--- config.mk ---
export PLATFORM = sky130hd
export DESIGN_NAME = spi_mst_ctrl
export DESIGN_NICKNAME = d
export VERILOG_FILES = /design/src/rtl/spi_mst_ctrl.sv
export SDC_FILE = /design/constraint.sdc
export NUM_CORES = 1
export LEC_CHECK = 0
export ABC_CLOCK_PERIOD_IN_PS = 9800
export BUFFER_PORTS_ARGS = -buffer_cell sky130_fd_sc_hd__buf_2
export CORE_MARGIN = 4
export CORE_UTILIZATION = 40
export CTS_BUF_LIST = sky130_fd_sc_hd__clkbuf_8
export DETAILED_ROUTE_END_ITERATION = 16
export HOLD_SLACK_MARGIN = 0.15
export MAX_ROUTING_LAYER = met4
export PLACE_DENSITY_LB_ADDON = 0.12
export SLEW_MARGIN = 20
export SYNTH_ARGS = -nofsm -noshare
export SYNTH_HDL_FRONTEND = slang
export SYNTH_SLANG_ARGS = --single-unit
export TNS_END_PERCENT = 20
--- constraint.sdc ---
create_clock -name clk -period 9.8 [get_ports clk]
set_input_delay 1.96 -clock clk [delete_from_list [all_inputs] [get_ports clk]]
set_output_delay 1.96 -clock clk [all_outputs]
set_load 0.02 [all_outputs]
--- src/rtl/spi_mst_ctrl.sv ---
// SPI bus master with a 128-bit transmit/receive window behind a small control/status
// register pair. Word size, scl polarity/phase and scl rate are fixed at build time.
module spi_mst_ctrl #(
  parameter int MODE_16B = 0,
  parameter int CPOL     = 0,
  parameter int CPHA     = 0,
  parameter int CLK_DIV  = 4
) (
  input  logic         clk,
  input  logic         rst,
  input  logic [127:0] mst_wfifo,
  input  logic [7:0]   mst_ctrl,
  output logic [127:0] mst_rfifo,
  output logic [7:0]   mst_status,
  output logic         scl,
  output logic         ss,
  output logic         mosi,
  input  logic         miso
);

  typedef enum logic [1:0] {IDLE, SETUP, XFER, HOLD} state_t;

  localparam logic       SCL_IDLE = (CPOL != 0);
  localparam logic       PHASE1   = (CPHA != 0);
  localparam logic [7:0] DIV_LAST = 8'(CLK_DIV - 1);

  state_t       state, state_nxt;
  logic [7:0]   div_cnt;
  logic [8:0]   edge_cnt;
  logic [8:0]   edge_total;
  logic [8:0]   len_ext;
  logic [127:0] tx_sh;
  logic [3:0]   len_q;
  logic         busy, done;
  logic         start_q, start_prev;
  logic         div_done, start_rise;
  logic         lead, smp_edge, drv_edge;
  logic         do_start, do_edge, do_finish;
  logic [6:0]   rx_idx;
  logic         unused_ctrl;

  assign unused_ctrl = ^mst_ctrl[6:4];

  assign div_done   = (div_cnt == DIV_LAST);
  assign start_rise = start_q & ~start_prev;
  assign len_ext    = 9'(len_q) + 9'd1;

  // Total scl edges for the latched length: two per bit, capped at 128 bits.
  always_comb begin
    if (MODE_16B != 0) begin
      edge_total = (len_q > 4'd7) ? 9'd256 : (len_ext << 5);
    end else begin
      edge_total = len_ext << 4;
    end
  end

  // Even edge count means the next edge leaves the idle level (leading edge).
  assign lead     = ~edge_cnt[0];
  assign rx_idx   = 7'd127 - edge_cnt[7:1];
  assign smp_edge = do_edge & (lead ^ PHASE1);
  assign drv_edge = do_edge & (PHASE1 ? lead
                                      : (~lead & (edge_cnt != (edge_total - 9'd1))));

  // NOTE: every signal written here gets a default first, so no path leaves it
  // unassigned and no latch is inferred.
  always_comb begin
    state_nxt = state;
    do_start  = 1'b0;
    do_edge   = 1'b0;
    do_finish = 1'b0;
    case (state)
      IDLE: begin
        if (start_rise) begin
          state_nxt = SETUP;
          do_start  = 1'b1;
        end
      end
      SETUP: begin
        if (div_done) begin
          state_nxt = XFER;
          do_edge   = 1'b1;
        end
      end
      XFER: begin
        if (div_done) begin
          if (edge_cnt == edge_total) begin
            state_nxt = HOLD;
          end else begin
            do_edge = 1'b1;
          end
        end
      end
      HOLD: begin
        if (div_done) begin
          state_nxt = IDLE;
          do_finish = 1'b1;
        end
      end
      default: state_nxt = IDLE;
    endcase
  end

  // NOTE: sequential state uses non-blocking assignments so every register
  // samples pre-edge values regardless of statement order.
  always_ff @(posedge clk or posedge rst) begin
    if (rst) begin
      state <= IDLE;
    end else begin
      state <= state_nxt;
    end
  end

  always_ff @(posedge clk or posedge rst) begin
    if (rst) begin
      start_q    <= 1'b0;
      start_prev <= 1'b0;
      div_cnt    <= 8'd0;
      edge_cnt   <= 9'd0;
    end else begin
      start_q    <= mst_ctrl[7];
      start_prev <= start_q;
      if (state == IDLE || div_done) begin
        div_cnt <= 8'd0;
      end else begin
        div_cnt <= div_cnt + 8'd1;
      end
      if (do_start) begin
        edge_cnt <= 9'd0;
      end else if (do_edge) begin
        edge_cnt <= edge_cnt + 9'd1;
      end
    end
  end

  always_ff @(posedge clk or posedge rst) begin
    if (rst) begin
      len_q <= 4'd0;
      busy  <= 1'b0;
      done  <= 1'b0;
      ss    <= 1'b1;
      scl   <= SCL_IDLE;
    end else begin
      if (do_start) begin
        len_q <= mst_ctrl[3:0];
        busy  <= 1'b1;
        done  <= 1'b0;
        ss    <= 1'b0;
      end
      if (do_edge) begin
        scl <= ~scl;
      end
      if (do_finish) begin
        busy <= 1'b0;
        done <= 1'b1;
        ss   <= 1'b1;
        scl  <= SCL_IDLE;
      end
    end
  end

  // Phase 0 presents bit 127 together with ss falling, so the shifter is
  // preloaded one bit ahead; phase 1 waits for the first leading edge.
  always_ff @(posedge clk or posedge rst) begin
    if (rst) begin
      tx_sh <= '0;
      mosi  <= 1'b0;
    end else begin
      if (do_start) begin
        if (PHASE1) begin
          tx_sh <= mst_wfifo;
          mosi  <= 1'b0;
        end else begin
          tx_sh <= {mst_wfifo[126:0], 1'b0};
          mosi  <= mst_wfifo[127];
        end
      end else if (drv_edge) begin
        tx_sh <= {tx_sh[126:0], 1'b0};
        mosi  <= tx_sh[127];
      end
      if (do_finish) begin
        mosi <= 1'b0;
      end
    end
  end

  always_ff @(posedge clk or posedge rst) begin
    if (rst) begin
      mst_rfifo <= '0;
    end else if (do_start) begin
      mst_rfifo <= '0;
    end else if (smp_edge) begin
      mst_rfifo[rx_idx] <= miso;
    end
  end

  assign mst_status = {busy, done, 2'b00, len_q};

endmodule

==> flow_summary.yaml <==
routing:
  drcViolationCount: 0
  drtIter0Drc: 1116
  vias: 13500
  first_pass_iters: 5
  vias_per_cell: 5.89
  ant_nets: 0
  wl_per_cell_um: 20.5
  drt_wl_total_mm: 47.0
sta:
  fin_crit_ns: 3.63
  rsz0062_at_grt: "false"
  hold_viol_final: 0
  slew_violations: 0
  worst_slew_pin_slew_ns: 1.15
  hold-worst-slack_ns: 0.378
  relSlewSlack: 0.230
  setup-tns-final_ns: 0
  setup_viol_count_final: 0
  finClkSkew_ns: 0.0345
  fmax_mhz: 276
  period_share: 0.370
logic_synthesis:
  synth_top_family_by_area: "compound AO/OA/AOI/OAI gates"
  synth_top_area_frac: 0.506
  async_flop_share: 1.00
  synth_edf_count: 0
  synth.distinct_cells: 48
  yosysTopAreaCell: "dfrtp_1"
  synth-adder-area-share: 0.00712
  synthCells: 1612
  yosysSeqAreaShare: 0.508
  synth_seq_cells: 285
  synthTopCellsByArea: "dfrtp_1 (51%), o21ai_0 (8.9%), a21oi_1 (8.3%), a41oi_1 (6.1%), nor2_1 (5.0%)"
  syn_area_mm2: 0.0140
  synth.area.mux_share: 0.000801
  yosysWarnings: 0
  synthSimpleGateAreaFrac: 0.153
  synth_xor_area_frac: 0.0131
  synth_flop_cell: "dfrtp_1"
  synth_compound_gate_area_share: 0.266
  synth.avg_cell_area_um2: 8.72
layout:
  fillers: 3486
  syn_to_final_growth_pct: 18.0
  drive_above_1_share: 0.211
  layout_commonest_cell: "dfrtp_1"
  final_nets: 1937
  postLayoutCoreUtil: 0.479
  stdcell_area_mm2: 0.0166
  final_cell_mix: "dfrtp_1 (283), buf_2 (271), o21ai_0 (249)"
die:
  rows: 68
  coreArea_mm2: 0.0346
  die_w_um: 195
  die-area_mm2: 0.0382
  die_y_um: 195
  start_util: 0.406
  io_pins: 278
pwr:
  pwr-share-clk: 0.279
  pwr-share-seq: 0.431
  p_leak_uw: 0.00715
  p_comb_frac: 0.290
  ir_drop_mv: 0.136
  power_switching_uw: 1520
  intPower_uw: 2480
  swShare: 0.380
  p_per_area_mw_per_mm2: 241
grt:
  grt_pass1_wl_mm: 74.0
  grt_pass1_vias: 13100
  overflow: 0
  grt_util_all_layers: 0.243
  grt_max_degree: 149
  antenna_found_initial: 9
outcome:
  status: "finished, final reports clean"
run:
  drv_cap: 0
placement:
  dpl_cell_area_mm2: 0.0155
  gp_congestion: 0.844
  io_buffers: 272
  dp_hpwl_mm: 27.5
clock_network:
  cts_tree: "done"
  ctsResizeCount: 0
  cts_hold_buf: 0
  clock_path_buffers: 3
  post_cts_buffers: 0
  clkLatencyLatePin_ns: 0.63
  cts_buffers: 50
  h-tree-depth: 2
  clock-root-buffer: "clkbuf_8"
  cts.clk_slew.worst_paths_ns: 0.06
  cts_num_sinks: 285
setup_path:
  regToRegSetupSlack_ns: 6.17
  cp-end-kind: "flop"
  critPathKind: "flop to flop"
  cp-start-kind: "flop"
  arrival_ns: 4.15
  critPathRequiredTime_ns: 10.33
  crit_fanout: 89
hold_path:
  hold_class: "flop to flop"
[synth_stat cells (2+ instances only)]
cell type / n
clkbuf_2: 12
o21ai_1: 12
xor2_1: 7
a211oi_1: 5
o211a_1: 3
or3_1: 5
nand2_1: 72
a31oi_1: 29
nor3_1: 8
buf_6: 3
a21oi_1: 233
ha_1: 8
o211ai_2: 3
or2_2: 3
or4_1: 3
o21ai_0: 249
buf_4: 4
nand3_1: 127
buf_2: 12
o211ai_1: 5
a41oi_1: 98
clkinv_1: 2
nor2_1: 188
nor3b_1: 2
inv_1: 7
nand4_1: 46
clkbuf_1: 121
nand2b_1: 2
buf_1: 17
nor2b_1: 7
xnor2_1: 14
and3_1: 6
dfrtp_1: 284
[flip-flops by register name, summed over array words and instances (netlist names), 2 cells and up]
signal	cells
mst_rfifo	128
len_q	4
state	2
div_cnt	8
tx_sh	127
edge_cnt	9
[through the flow]
step | worst slack [ns] | total power [uW] | std cells
2_1_floorplan | 4.06 | 2530 | 1613
3_3_place_gp | 5.52 | 2870 | 2193
3_5_place_dp | 5.54 | 2900 | 2193
4_1_cts | 6.21 | 4030 | 2282
5_1_grt | 5.90 | 4270 | 2291
6_report | 6.17 | 4000 | 2292
[critical path: stages, from the launching register on]
cell	delay, ns
dfrtp_4	0.78
ha_1	0.27
nand3_1	0.20
nor3_1	0.53
a31o_4	0.52
buf_4	0.76
o21ai_0	0.23
a31oi_1	0.19
[layer usage]
metal	track usage	share of wire	vias to the layer above
li1	-	-	6265
met2	0.348	0.45	524
met5	-	0	-
met4	0.0822	0.029	0
met1	0.331	0.43	6620
met3	0.0692	0.088	92
[cells by family (layout without fill, tap and decap cells)]
family	count (synthesis)	after routing
multiplexers	1	1
adder cells (fa/ha/maj)	8	8
flip-flops	285	285
buffers and inverters	178	392
other	1	12
AND/OR/NAND/NOR	472	472
AO/OA/AOI/OAI	646	646
XOR/XNOR	21	21
[layout make-up]
class                           count  area, um2  area share
Sequential cell                   285       7140       0.431
Multi-Input combinational cell   1150       6260       0.378
Tap cell                          455        569      0.0343
Clock inverter                     24        108     0.00649
Inverter                            9       37.5     0.00226
Antenna cell                       10       25.0     0.00151
Timing Repair Buffer              294       1540      0.0930
Clock buffer                       65        895      0.0540
[power groups by stage]
stage | Combinational, uW | Sequential, uW | Clock, uW
after CTS | 1160 | 1720 | 1150
after floorplan | 804 | 1720 | 0
after global routing | 1300 | 1770 | 1210
after detailed placement | 1160 | 1730 | 0
final | 1160 | 1720 | 1120
after global placement | 1140 | 1730 | 0
[final timing paths]
path | startpoint | to | depth (start not counted)
max | edge_cnt[0]$_DFFE_PP0P_ | tx_sh[103]$_DFFE_PP0P_ | 7
min | start_q$_DFF_PP0_ | start_prev$_DFF_PP0_ | 0
max reg2reg | edge_cnt[0]$_DFFE_PP0P_ | tx_sh[103]$_DFFE_PP0P_ | 7
min reg2reg | start_q$_DFF_PP0_ | start_prev$_DFF_PP0_ | 0
max in group asynchronous | rst | tx_sh[96]$_DFFE_PP0P_ | 4
min in group asynchronous | rst | mst_rfifo[35]$_DFFE_PP0P_ | 2
Note: power is estimated with default switching activity, not from simulation.
